[src/rtl/register_file_write_arbiter_if.sv]
// Purpose : bundles the requester handshake and the register-file write port
//           of register_file_write_arbiter into one parameterised interface.
// Modports: slave  = arbiter side (takes requests, drives the write port)
//           master = requester/register-file side (drives requests, sees grants)
// Signals :
//   request_valid    [N]      requester i has a pending write
//   request_register [N*AW]   destination index, slice i at [i*AW +: AW]
//   request_data     [N*DW]   write data, slice i at [i*DW +: DW]
//   request_ready    [N]      one-hot grant, accepted on valid & ready
//   write_hold                suppresses all grants in the current cycle
//   write_register/write_data/write_enable  registered write port
//   grant_index               requester whose write is on the port
interface register_file_write_arbiter_if #(
    parameter int NUM_REQUESTERS = 3,
    parameter int ADDR_WIDTH     = 2,
    parameter int DATA_WIDTH     = 32
);
    localparam int INDEX_WIDTH = (NUM_REQUESTERS > 1) ? $clog2(NUM_REQUESTERS) : 1;

    logic [NUM_REQUESTERS-1:0]            request_valid;
    logic [NUM_REQUESTERS*ADDR_WIDTH-1:0] request_register;
    logic [NUM_REQUESTERS*DATA_WIDTH-1:0] request_data;
    logic [NUM_REQUESTERS-1:0]            request_ready;
    logic                                 write_hold;
    logic [ADDR_WIDTH-1:0]                write_register;
    logic [DATA_WIDTH-1:0]                write_data;
    logic                                 write_enable;
    logic [INDEX_WIDTH-1:0]               grant_index;

    modport slave (
        input  request_valid,
        input  request_register,
        input  request_data,
        input  write_hold,
        output request_ready,
        output write_register,
        output write_data,
        output write_enable,
        output grant_index
    );

    modport master (
        output request_valid,
        output request_register,
        output request_data,
        output write_hold,
        input  request_ready,
        input  write_register,
        input  write_data,
        input  write_enable,
        input  grant_index
    );
endinterface

[src/rtl/register_file_write_arbiter.sv]
// Purpose     : round-robin arbiter sharing the single register_file write port.
// Latency     : grant is combinational; write_enable pulses 1 cycle after acceptance.
// Backpressure: request_ready only for the round-robin winner; write_hold stalls all.
// Ports:
//   clock, reset_n  single rising-edge clock, asynchronous active-low reset
//   bus (slave)     requester handshake in, registered write port + grant_index out
// Optional feature: define REGISTER_ZERO_PROTECT_EN to suppress write_enable for
// accepted writes targeting register index 0 (they still arbitrate normally).
module register_file_write_arbiter #(
    parameter int NUM_REQUESTERS = 3,
    parameter int ADDR_WIDTH     = 2,
    parameter int DATA_WIDTH     = 32
) (
    input  logic                          clock,
    input  logic                          reset_n,
    register_file_write_arbiter_if.slave  bus
);
    localparam int INDEX_WIDTH = (NUM_REQUESTERS > 1) ? $clog2(NUM_REQUESTERS) : 1;
    localparam int SUM_WIDTH   = INDEX_WIDTH + 1;
    localparam int PAD_WIDTH   = 1 << INDEX_WIDTH;

    logic [INDEX_WIDTH-1:0]    next_priority;
    logic [PAD_WIDTH-1:0]      valid_pad;
    logic [SUM_WIDTH-1:0]      scan_sum;
    logic [INDEX_WIDTH-1:0]    scan_idx;
    logic                      grant_found;
    logic [INDEX_WIDTH-1:0]    winner;
    logic [NUM_REQUESTERS-1:0] grant;
    logic [ADDR_WIDTH-1:0]     sel_register;
    logic [DATA_WIDTH-1:0]     sel_data;
    logic                      write_commit;
    logic [INDEX_WIDTH-1:0]    priority_after_winner;

    logic [ADDR_WIDTH-1:0]     write_register_q;
    logic [DATA_WIDTH-1:0]     write_data_q;
    logic                      write_enable_q;
    logic [INDEX_WIDTH-1:0]    grant_index_q;

    // Scan requesters starting at next_priority, wrapping modulo NUM_REQUESTERS.
    // valid is zero-padded to a power of two so the scan index never selects
    // outside the vector for non-power-of-two requester counts.
    always_comb begin
        valid_pad                      = '0;
        valid_pad[NUM_REQUESTERS-1:0]  = bus.request_valid;
        scan_sum                       = '0;
        scan_idx                       = '0;
        grant_found                    = 1'b0;
        winner                         = '0;
        for (int k = 0; k < NUM_REQUESTERS; k++) begin
            scan_sum = {1'b0, next_priority} + SUM_WIDTH'(k);
            if (scan_sum >= SUM_WIDTH'(NUM_REQUESTERS)) begin
                scan_sum = scan_sum - SUM_WIDTH'(NUM_REQUESTERS);
            end
            scan_idx = scan_sum[INDEX_WIDTH-1:0];
            if (!grant_found && valid_pad[scan_idx]) begin
                grant_found = 1'b1;
                winner      = scan_idx;
            end
        end
        // Reset gating keeps ready low while reset_n is asserted, even
        // though the pointer is already forced to 0 asynchronously.
        if (bus.write_hold || !reset_n) begin
            grant_found = 1'b0;
        end
    end

    // One-hot grant and selection of the winner's register/data slices.
    always_comb begin
        grant        = '0;
        sel_register = '0;
        sel_data     = '0;
        for (int i = 0; i < NUM_REQUESTERS; i++) begin
            if (grant_found && (winner == INDEX_WIDTH'(i))) begin
                grant[i]     = 1'b1;
                sel_register = bus.request_register[i*ADDR_WIDTH +: ADDR_WIDTH];
                sel_data     = bus.request_data[i*DATA_WIDTH +: DATA_WIDTH];
            end
        end
    end

`ifdef REGISTER_ZERO_PROTECT_EN
    // Accepted writes to index 0 still consume the grant but never reach the file.
    assign write_commit = grant_found && (sel_register != '0);
`else
    assign write_commit = grant_found;
`endif

    assign priority_after_winner = (winner == INDEX_WIDTH'(NUM_REQUESTERS - 1))
                                   ? '0 : winner + 1'b1;

    always_ff @(posedge clock or negedge reset_n) begin
        if (!reset_n) begin
            next_priority    <= '0;
            write_register_q <= '0;
            write_data_q     <= '0;
            write_enable_q   <= 1'b0;
            grant_index_q    <= '0;
        end else if (grant_found) begin
            next_priority    <= priority_after_winner;
            write_register_q <= sel_register;
            write_data_q     <= sel_data;
            write_enable_q   <= write_commit;
            grant_index_q    <= winner;
        end else begin
            write_enable_q   <= 1'b0;
        end
    end

    assign bus.request_ready  = grant;
    assign bus.write_register = write_register_q;
    assign bus.write_data     = write_data_q;
    assign bus.write_enable   = write_enable_q;
    assign bus.grant_index    = grant_index_q;

endmodule

[src/flat_wrapper.sv]
// flat-port wrapper written by rule: the top's interface ports become plain ports
module register_file_write_arbiter_flat 
#(
    parameter int NUM_REQUESTERS = 3,
    parameter int ADDR_WIDTH     = 2,
    parameter int DATA_WIDTH     = 32
)
  (clock, reset_n, bus_request_valid, bus_request_register, bus_request_data, bus_write_hold, bus_request_ready, bus_write_register, bus_write_data, bus_write_enable, bus_grant_index);
  register_file_write_arbiter_if #(.NUM_REQUESTERS(NUM_REQUESTERS), .ADDR_WIDTH(ADDR_WIDTH), .DATA_WIDTH(DATA_WIDTH)) bus_i ();
  input  logic clock;
  input  logic reset_n;
  input wire logic [$bits(bus_i.request_valid)-1:0] bus_request_valid;
  input wire logic [$bits(bus_i.request_register)-1:0] bus_request_register;
  input wire logic [$bits(bus_i.request_data)-1:0] bus_request_data;
  input wire logic [$bits(bus_i.write_hold)-1:0] bus_write_hold;
  output wire logic [$bits(bus_i.request_ready)-1:0] bus_request_ready;
  output wire logic [$bits(bus_i.write_register)-1:0] bus_write_register;
  output wire logic [$bits(bus_i.write_data)-1:0] bus_write_data;
  output wire logic [$bits(bus_i.write_enable)-1:0] bus_write_enable;
  output wire logic [$bits(bus_i.grant_index)-1:0] bus_grant_index;
  assign bus_i.request_valid = bus_request_valid;
  assign bus_i.request_register = bus_request_register;
  assign bus_i.request_data = bus_request_data;
  assign bus_i.write_hold = bus_write_hold;
  assign bus_request_ready = bus_i.request_ready;
  assign bus_write_register = bus_i.write_register;
  assign bus_write_data = bus_i.write_data;
  assign bus_write_enable = bus_i.write_enable;
  assign bus_grant_index = bus_i.grant_index;
  register_file_write_arbiter #(.NUM_REQUESTERS(NUM_REQUESTERS), .ADDR_WIDTH(ADDR_WIDTH), .DATA_WIDTH(DATA_WIDTH)) u_core (.clock(clock), .reset_n(reset_n), .bus(bus_i));
endmodule
[config.mk]
export PLATFORM = sky130hd
export DESIGN_NAME = register_file_write_arbiter_flat
export DESIGN_NICKNAME = d
export VERILOG_FILES = /design/src/rtl/register_file_write_arbiter_if.sv /design/src/rtl/register_file_write_arbiter.sv /design/src/flat_wrapper.sv
export SDC_FILE = /design/constraint.sdc
export NUM_CORES = 1
export LEC_CHECK = 0
export BUFFER_PORTS_ARGS = -buffer_cell sky130_fd_sc_hd__buf_4
export CAP_MARGIN = 40
export CORE_UTILIZATION = 42
export CTS_CLUSTER_DIAMETER = 50
export CTS_CLUSTER_SIZE = 24
export DETAILED_ROUTE_END_ITERATION = 10
export PLACE_DENSITY_LB_ADDON = 0.3
export SYNTH_ARGS = -nofsm -noshare
export SYNTH_HDL_FRONTEND = slang
export SYNTH_SLANG_ARGS = --single-unit
[constraint.sdc]
create_clock -name clock -period 2.9 [get_ports clock]
set_clock_uncertainty 0.1 [all_clocks]
set_input_delay 0.58 -clock clock [delete_from_list [all_inputs] [get_ports clock]]
set_output_delay 0.58 -clock clock [all_outputs]
set_load 0.05 [all_outputs]
# After elaboration in Yosys (flattened, before gate mapping)
# Cells that the tools add are included.
# W data, S select, Z words.
dict set report classes {
  add_sub_neg 6
  order_cmp 6
  eq_ne 2
  muxes 27
  reduce_logical 10
}
# operator n
set ops {}
lappend ops {{$mux W32} 3}
lappend ops {{$mux W2} 10}
lappend ops {{$mux W1} 11}
lappend ops {{$lt A2 B3 Y1 const B} 3}
lappend ops {{$bmux W1 S2} 3}
lappend ops {{$ge A3 B2 Y1 const B} 2}
lappend ops {{$sub A2 B2 Y2 const B} 3}
lappend ops {{$logic_and A1 B1 Y1} 5}
lappend ops {{$add A2 B1 Y3 const B} 1}
lappend ops {{$add A2 B2 Y3 const B} 1}
lappend ops {{$logic_not A1 Y1} 3}
lappend ops {{$add A2 B1 Y2 const B} 1}
lappend ops {{$eq A2 B1 Y1 const B} 1}
lappend ops {{$eq A2 B2 Y1 const B} 1}
lappend ops {{$ge A2 B2 Y1 const B} 1}
lappend ops {{$logic_not A2 Y1} 1}
lappend ops {{$logic_or A1 B1 Y1} 1}
dict set report totals {
  regBits 39
  in_bits 108
  out_inout_bits 40
  wordCells 56
}

# Longest topological paths before layout
# Gate-level depths: netlist of the first run.
dict set report logic_depth {
  ltp_word 16
  depth_mapped 10
  mapped_depth_nobuf 7
}

# Worst setup path after synthesis of the first run
# No wires, ideal clock.
dict set report synth_path {
  path_kind {register to output}
  from {reg u_core.next_priority[1]}
  to {out bus_request_ready[0]}
  arrival_time_ns 1.999
  required_ns 2.220
  path_slack_ns 0.221
  path_stages_with_launch 9
  n_path_buf 3
  path_cell_list {dfrtp_1 ha_1 buf_4 and2b_1 o2bb2ai_1 o2bb2ai_1 buf_2 buf_4 and2_1}
}
dict set report synth_via {
  elab_chain_cells 14
  word_cells_on_any_way 31
  cone_classes {add/sub: 5; order compare: 3; mux: 17; reduce/logical: 6}
}
# element line
set synth_lines {}
lappend synth_lines {{from (decl)} register_file_write_arbiter.sv:22} ;# logic [INDEX_WIDTH-1:0] next_priority;
lappend synth_lines {{from (signal assigned)} register_file_write_arbiter.sv:99} ;# next_priority <= priority_after_winner;
lappend synth_lines {{parallel branches: the longest is 12 deep, another holds $add A2 B1 Y3} --}
lappend synth_lines {{$logic_and A1 B1 Y1 (*)} register_file_write_arbiter.sv:73} ;# if (grant_found && (winner == INDEX_WIDTH'(i))) begin
lappend synth_lines {{$mux W1 (*)} register_file_write_arbiter.sv:73}
lappend synth_lines {{to (decl)} flat_wrapper.sv:16} ;# output wire logic [$bits(bus_i.request_ready)-1:0] bus_request_ready;
# Mark *: on every way between the ends. The select of a mux whose other input is x is not followed.

# Final worst setup path of the first run
dict set report layout_path {
  from {reg u_core.next_priority[0]}
  to {out bus_request_ready[1]}
}
dict set report layout_via {
  elab_chain_cells 14
  word_cells_on_any_way 31
  cone_classes {add/sub: 5; order compare: 3; eq/ne: 1; mux: 17; reduce/logical: 5}
}
# element line
set layout_lines {}
lappend layout_lines {{parallel branches: the longest is 12 deep, another holds $add A2 B1 Y3} --}
lappend layout_lines {{$logic_and A1 B1 Y1 (*)} register_file_write_arbiter.sv:73}
lappend layout_lines {{$mux W1 (*)} register_file_write_arbiter.sv:73}
# Marks and branches as above.

==> results.py, run 1 <==
metrics = {
    "floorplanning": {
        "num_rows": 25,
        "start_util": 0.448,
        "ios": 148,
        "core-area_um2": 4880,
        "dieHeight_um": 74.2,
        "fp.dieW_um": 74.2,
        "die_area_um2": 5500,
    },
    "global_route": {
        "grt_pass1_vias": 2272,
        "grt_pass1_wl_um": 10300,
        "grt_use_total": 0.247,
        "antenna_found_initial": 0,
        "grt_start_max_net_pins": 40,
        "grt-ovfl-total": 0,
    },
    "finish": {
        "area_growth_pct": 57.0,
        "drive_above_1_share": 0.451,
        "nets": 496,
        "n_antenna_cell": 0,
        "regArea_um2": 976,
        "multiInputGateArea_um2": 1070,
        "fillerInstances": 410,
        "design_area_um2": 3430,
    },
    "sta": {
        "max_freq_mhz": 359,
        "period_needed_ps": 2780,
        "rsz0062_at_grt": "false",
        "fin_tns_setup_ps": 0,
        "setup_ws_ps": 116,
        "final-hold-violation-count": 0,
        "relSlewSlack": 0.666,
        "slew_viol_final": 0,
        "hold_slack_ps": 245,
        "finalCritPeriodShare": 0.960,
        "setup_viol": 0,
        "tightestPinTransition_ps": 501,
    },
    "placed_design": {
        "port_buffers": 147,
        "gp_congestion": 0.742,
        "dp_hpwl_um": 4780,
        "place_ws_ps": 378,
        "placed_cell_area_um2": 3320,
    },
    "clocking": {
        "clk_pin_slew_ps": 80,
        "cts_inserted_buffers": 5,
        "postCtsSetupBuffers": 0,
        "ctsHtreeMaxLevel": 2,
        "clk_path_buf_depth": 2,
        "clock-sinks": 39,
        "insertion_delay_ps": 280,
        "cts_tree": "yes",
        "clock-root-buffer": "clkbuf_8",
    },
    "yosys": {
        "synth_most_common_cell": "nand2_1",
        "synth_ff_type": "dfrtp_1",
        "ys_types": 31,
        "synth_top_cell_by_area": "dfrtp_1",
        "synth_edf_count": 0,
        "synth_nets": 355,
        "ys_top_cells_by_count": "nand2_1, dfrtp_1, a31oi_1, o22ai_1, o21ai_0",
        "async_reset_ff_frac": 1.00,
        "syn_inst": 244,
        "ys_seq_elements": 39,
        "synthTopCellsByArea": "dfrtp_1, a31oi_1, o22ai_1",
        "yosysSeqAreaShare": 0.446,
        "synthesis.area_um2": 2190,
        "avgSynthCellArea_um2": 8.96,
        "ys_warn_count": 0,
        "synth.top_cell.area_share": 0.446,
    },
    "min_path": {
        "hold_class": "in2async",
    },
    "critical_path": {
        "crit_path_max_fanout": 11,
        "crit_type": "reg2out",
        "cp.required_ps": 2220,
        "cp-start-kind": "flip-flop",
        "critPathCaptureType": "output port",
        "cp.arrival_ps": 2100,
    },
    "routing": {
        "wire_per_inst_um": 14.9,
        "wirelength_um": 6740,
        "ant_nets": 0,
        "drt_iter0_drc": 116,
        "first_pass_iters": 4,
        "vias_per_cell": 5.46,
        "drc": 0,
        "num_vias": 2473,
    },
    "run_status": {
        "status": "complete, no violations",
    },
    "power": {
        "ir_worst_vdd_mv": 0.648,
        "total_power_w": 0.00430,
        "power.density_nw_per_um2": 1250,
        "leakage_nw": 1.57,
    },
    "job": {
        "max_cap_violations": 0,
    },
}
==> power breakdown <==
group,switching (W),total (W),internal [W],leakage [nW]
Combinational,0.00194,0.00292,0.000987,1.08
Clock,0.000190,0.000406,0.000216,0.0505
Sequential,0.000141,0.000968,0.000827,0.440
Total,0.00227,0.00430,0.00203,1.57
==> metal layers <==
metal | wire length [um] | vias to the layer above | share of wire | global-route usage
li1 | - | 1192 | - | -
met1 | 2640 | 1166 | 0.39 | 0.293
met2 | 3420 | 111 | 0.51 | 0.435
met3 | 643 | 4 | 0.095 | 0.0786
met4 | 30 | 0 | 0.0045 | 0.0577
met5 | 0 | - | 0 | 0
==> sequential cells by signal (all words and copies together), names as in the netlist <==
| register | count |
|---|---|
| u_core.bus.write_data | 32 |
| u_core.bus.write_register | 2 |
| u_core.bus.write_enable | 1 |
| u_core.next_priority | 2 |
| u_core.bus.grant_index | 2 |
==> path summary, 6_finish.rpt <==
| path | startpoint | to | slack, ps | cells past startpoint |
|---|---|---|---|---|
| max | u_core.next_priority[0] | bus_request_ready[1] | 120 | 7 |
| min | reset_n | u_core.bus.write_data[0] | 250 | 2 |
| max reg2reg | u_core.next_priority[0] | u_core.bus.write_data[16] | 400 | 9 |
| min reg2reg | u_core.bus.grant_index[0] | u_core.bus.grant_index[0] | 410 | 1 |
| max in group asynchronous | reset_n | u_core.bus.write_data[23] | 2090 | 2 |
| min in group clock | u_core.bus.grant_index[0] | u_core.bus.grant_index[0] | 410 | 1 |
==> cell type report <==
class / instances / share of cell area
Clock inverter: 1 / 0.00219
Timing Repair Buffer: 156 / 0.341
Clock buffer: 7 / 0.0281
Multi-Input combinational cell: 176 / 0.313
Sequential cell: 39 / 0.284
Tap cell: 67 / 0.0244
Inverter: 7 / 0.00765
==> cell families (layout without fill, tap and decap cells) <==
group,after synthesis,after routing,synth area share
AOI/OAI and AO/OA,117,117,0.343
and+or+nand+nor,54,54,0.109
DFF,39,39,0.446
buffers and inverters,29,171,0.0749
adders and majority gates,3,3,0.0172
muxes,2,2,0.00973
==> cells in the final DEF (no fill, tap or decap), types with 2 or more instances in the layout <==
cell and n:
o21ai_1 5, nand2_1 40, dfrtp_1 39, a31oi_1 34
ha_1 2, o22ai_1 34, inv_1 7, nand2b_1 2
buf_4 156, and2b_1 2, nor2b_1 5, a21oi_2 2
o21a_1 2, o21ai_0 30, and2_1 2, clkbuf_8 7
==> through the flow <==
| step | util | std cells |
|---|---|---|
| after floorplan | - | 244 |
| after global placement | 0.681 | 445 |
| after detailed placement | 0.681 | 445 |
| after CTS | 0.702 | 453 |
| after global routing | 0.704 | 453 |
| final | 0.704 | 453 |
==> what timing repair did <==
| item | in CTS | in global routing |
|---|---|---|
| endpoints found under the setup margin | 0 | 2 |
| gates resized for setup | 0 | 2 |
| hold endpoints to repair | 0 | 0 |
| hold buffers | 0 | 0 |
==> worst max-delay path, stage by stage, from the launching register on <==
cell,delay [ps]
dfrtp_1,390
inv_1,90
ha_2,320
a22o_1,230
a211oi_2,270
o2bb2ai_4,160
and2_1,170
buf_4,180
Power figures use the tool's default switching activity.
==> run 2, diff against run 1 <==
==> constraint.sdc (replaced) <==
create_clock -name clock -period 2.9 [get_ports clock]
set_clock_uncertainty 0.1 [all_clocks]
set_input_delay 0.29 -clock clock [delete_from_list [all_inputs] [get_ports clock]]
set_output_delay 0.29 -clock clock [all_outputs]
set_load 0.05 [all_outputs]
==> run 2 against run 1 <==
  * Global-route usage down 0.38 points
  * Largest cell class unchanged
  * Clock power down 16%
  * Total power down 1.1%
  * Final area down 0.22%
  * First-iteration DRC count up 26%
  * Clock-buffer cell count down 2
  * Highest routed layer unchanged
  * Critical path type is now in2out
==> results.py, run 2 (same netlist as run 1, synthesis figures left out) <==
metrics = {
    "floorplanning": {
        "start_util": 0.448,
        "ios": 148,
        "dieHeight_um": 74.2,
        "core-area_um2": 4880,
        "fp.dieW_um": 74.2,
        "num_rows": 25,
        "die_area_um2": 5500,
    },
    "clocking": {
        "ctsHoldBuffers": 1,
        "clk_pin_slew_ps": 80,
        "post_cts_resized": 0,
        "clock-sinks": 39,
        "clk_path_buf_depth": 2,
        "postCtsSetupBuffers": 0,
        "insertion_delay_ps": 280,
        "cts_tree": "yes",
        "ctsHtreeMaxLevel": 2,
        "cts_inserted_buffers": 5,
        "clock-root-buffer": "clkbuf_8",
    },
    "routing": {
        "wire_per_inst_um": 15.3,
        "vias_per_cell": 5.51,
        "first_pass_iters": 4,
        "dr_wl_met3_um": 670,
        "drt_iter0_drc": 146,
        "ant_nets": 0,
        "drc": 0,
        "wirelength_um": 6890,
        "met2WireLength_um": 3400,
        "num_vias": 2487,
        "wl_met1_um": 2760,
        "highest_layer": "met4",
    },
    "global_route": {
        "grt-ovfl-total": 0,
        "antenna_found_initial": 0,
        "grt_use_total": 0.243,
        "grt_start_max_net_pins": 58,
        "grt_pass1_vias": 2272,
        "grt_pass1_wl_um": 10300,
    },
    "finish": {
        "n_antenna_cell": 0,
        "fin_cells": 451,
        "final_common_cell": "buf_4",
        "multiInputGateArea_um2": 1070,
        "fillerInstances": 441,
        "drive_above_1_share": 0.440,
        "regArea_um2": 976,
        "area_growth_pct": 56.7,
        "final_cell_mix": "buf_4, nand2_1, dfrtp_1, o22ai_1, a31oi_1",
        "nets": 496,
        "largest_reg_flops": 32,
    },
    "power": {
        "ir_worst_vdd_mv": 0.725,
        "leakage_nw": 1.57,
        "power.density_nw_per_um2": 1240,
    },
    "min_path": {
        "min_path_cells": 3,
        "hold_class": "in2reg",
    },
    "sta": {
        "setup_ws_ps": 184,
        "tightestPinTransition_ps": 518,
        "setup_viol": 0,
        "fin_tns_setup_ps": 0,
        "finalCritPeriodShare": 0.936,
        "max_freq_mhz": 368,
        "final-hold-violation-count": 0,
        "slew_viol_final": 0,
        "hold_slack_ps": 158,
        "period_needed_ps": 2720,
        "rsz0062_at_grt": "false",
        "relSlewSlack": 0.655,
    },
    "placed_design": {
        "port_buffers": 147,
        "gp_congestion": 0.771,
        "place_ws_ps": 559,
        "dp_cells": 444,
        "dp_hpwl_um": 5040,
    },
    "critical_path": {
        "critPathCaptureType": "output port",
        "crit_path_max_fanout": 20,
        "cp-start-kind": "input port",
        "cp.required_ps": 2510,
        "reg2reg_depth": 8,
        "cp.arrival_ps": 2330,
        "crit_type": "in2out",
    },
    "run_status": {
        "status": "complete, no violations",
    },
    "job": {
        "max_cap_violations": 0,
    },
}
-- run 2: report_power, final --
group          internal (W)  total, W  switching (W)
clock              0.000160  0.000341       0.000181
sequential         0.000828  0.000980       0.000152
combinational      0.000995   0.00293        0.00194
total               0.00198   0.00425        0.00227
-- run 2: layer usage --
layer | vias up | track usage
li1 | 1194 | -
met3 | 10 | 0.0786
met5 | - | 0
met2 | 130 | 0.426
met1 | 1153 | 0.288
met4 | 0 | 0.0620
-- run 2: final cells by class --
cell class                      count  share of cell area
Sequential cell                    39               0.285
Timing Repair Buffer              156               0.350
Clock buffer                        5              0.0201
Clock inverter                      1             0.00219
Tap cell                           67              0.0245
Inverter                            7             0.00767
Multi-Input combinational cell    176               0.311
-- run 2: path summary, 6_finish.rpt --
path	end	startpoint	slack (ps)
setup / recovery	bus_request_ready[0]	reset_n	180
hold / removal	u_core.bus.write_data[13]	bus_request_data[45]	160
setup reg to reg	u_core.bus.write_data[26]	u_core.next_priority[0]	550
hold reg to reg	u_core.bus.grant_index[0]	u_core.bus.grant_index[0]	430
max in group asynchronous	u_core.bus.write_data[16]	reset_n	1820
min in group asynchronous	u_core.bus.write_data[22]	reset_n	530
-- run 2: stage by stage --
| stage | power (W) | area [um^2] | util |
|---|---|---|---|
| final | 0.00425 | 3430 | 0.702 |
| after detailed placement | 0.00393 | 3340 | 0.685 |
| after global routing | 0.00452 | 3430 | 0.702 |
| after floorplan | 0.00310 | 2190 | - |
| after CTS | 0.00427 | 3430 | 0.702 |
| after global placement | 0.00386 | 3340 | 0.685 |
-- run 2: worst max-delay path: stages --
cell and delay [ps]:
dlygate4sd3_1 530, buf_4 110, nor2b_1 380, o31ai_1 190
o2bb2ai_4 430, and2_1 200, buf_4 190
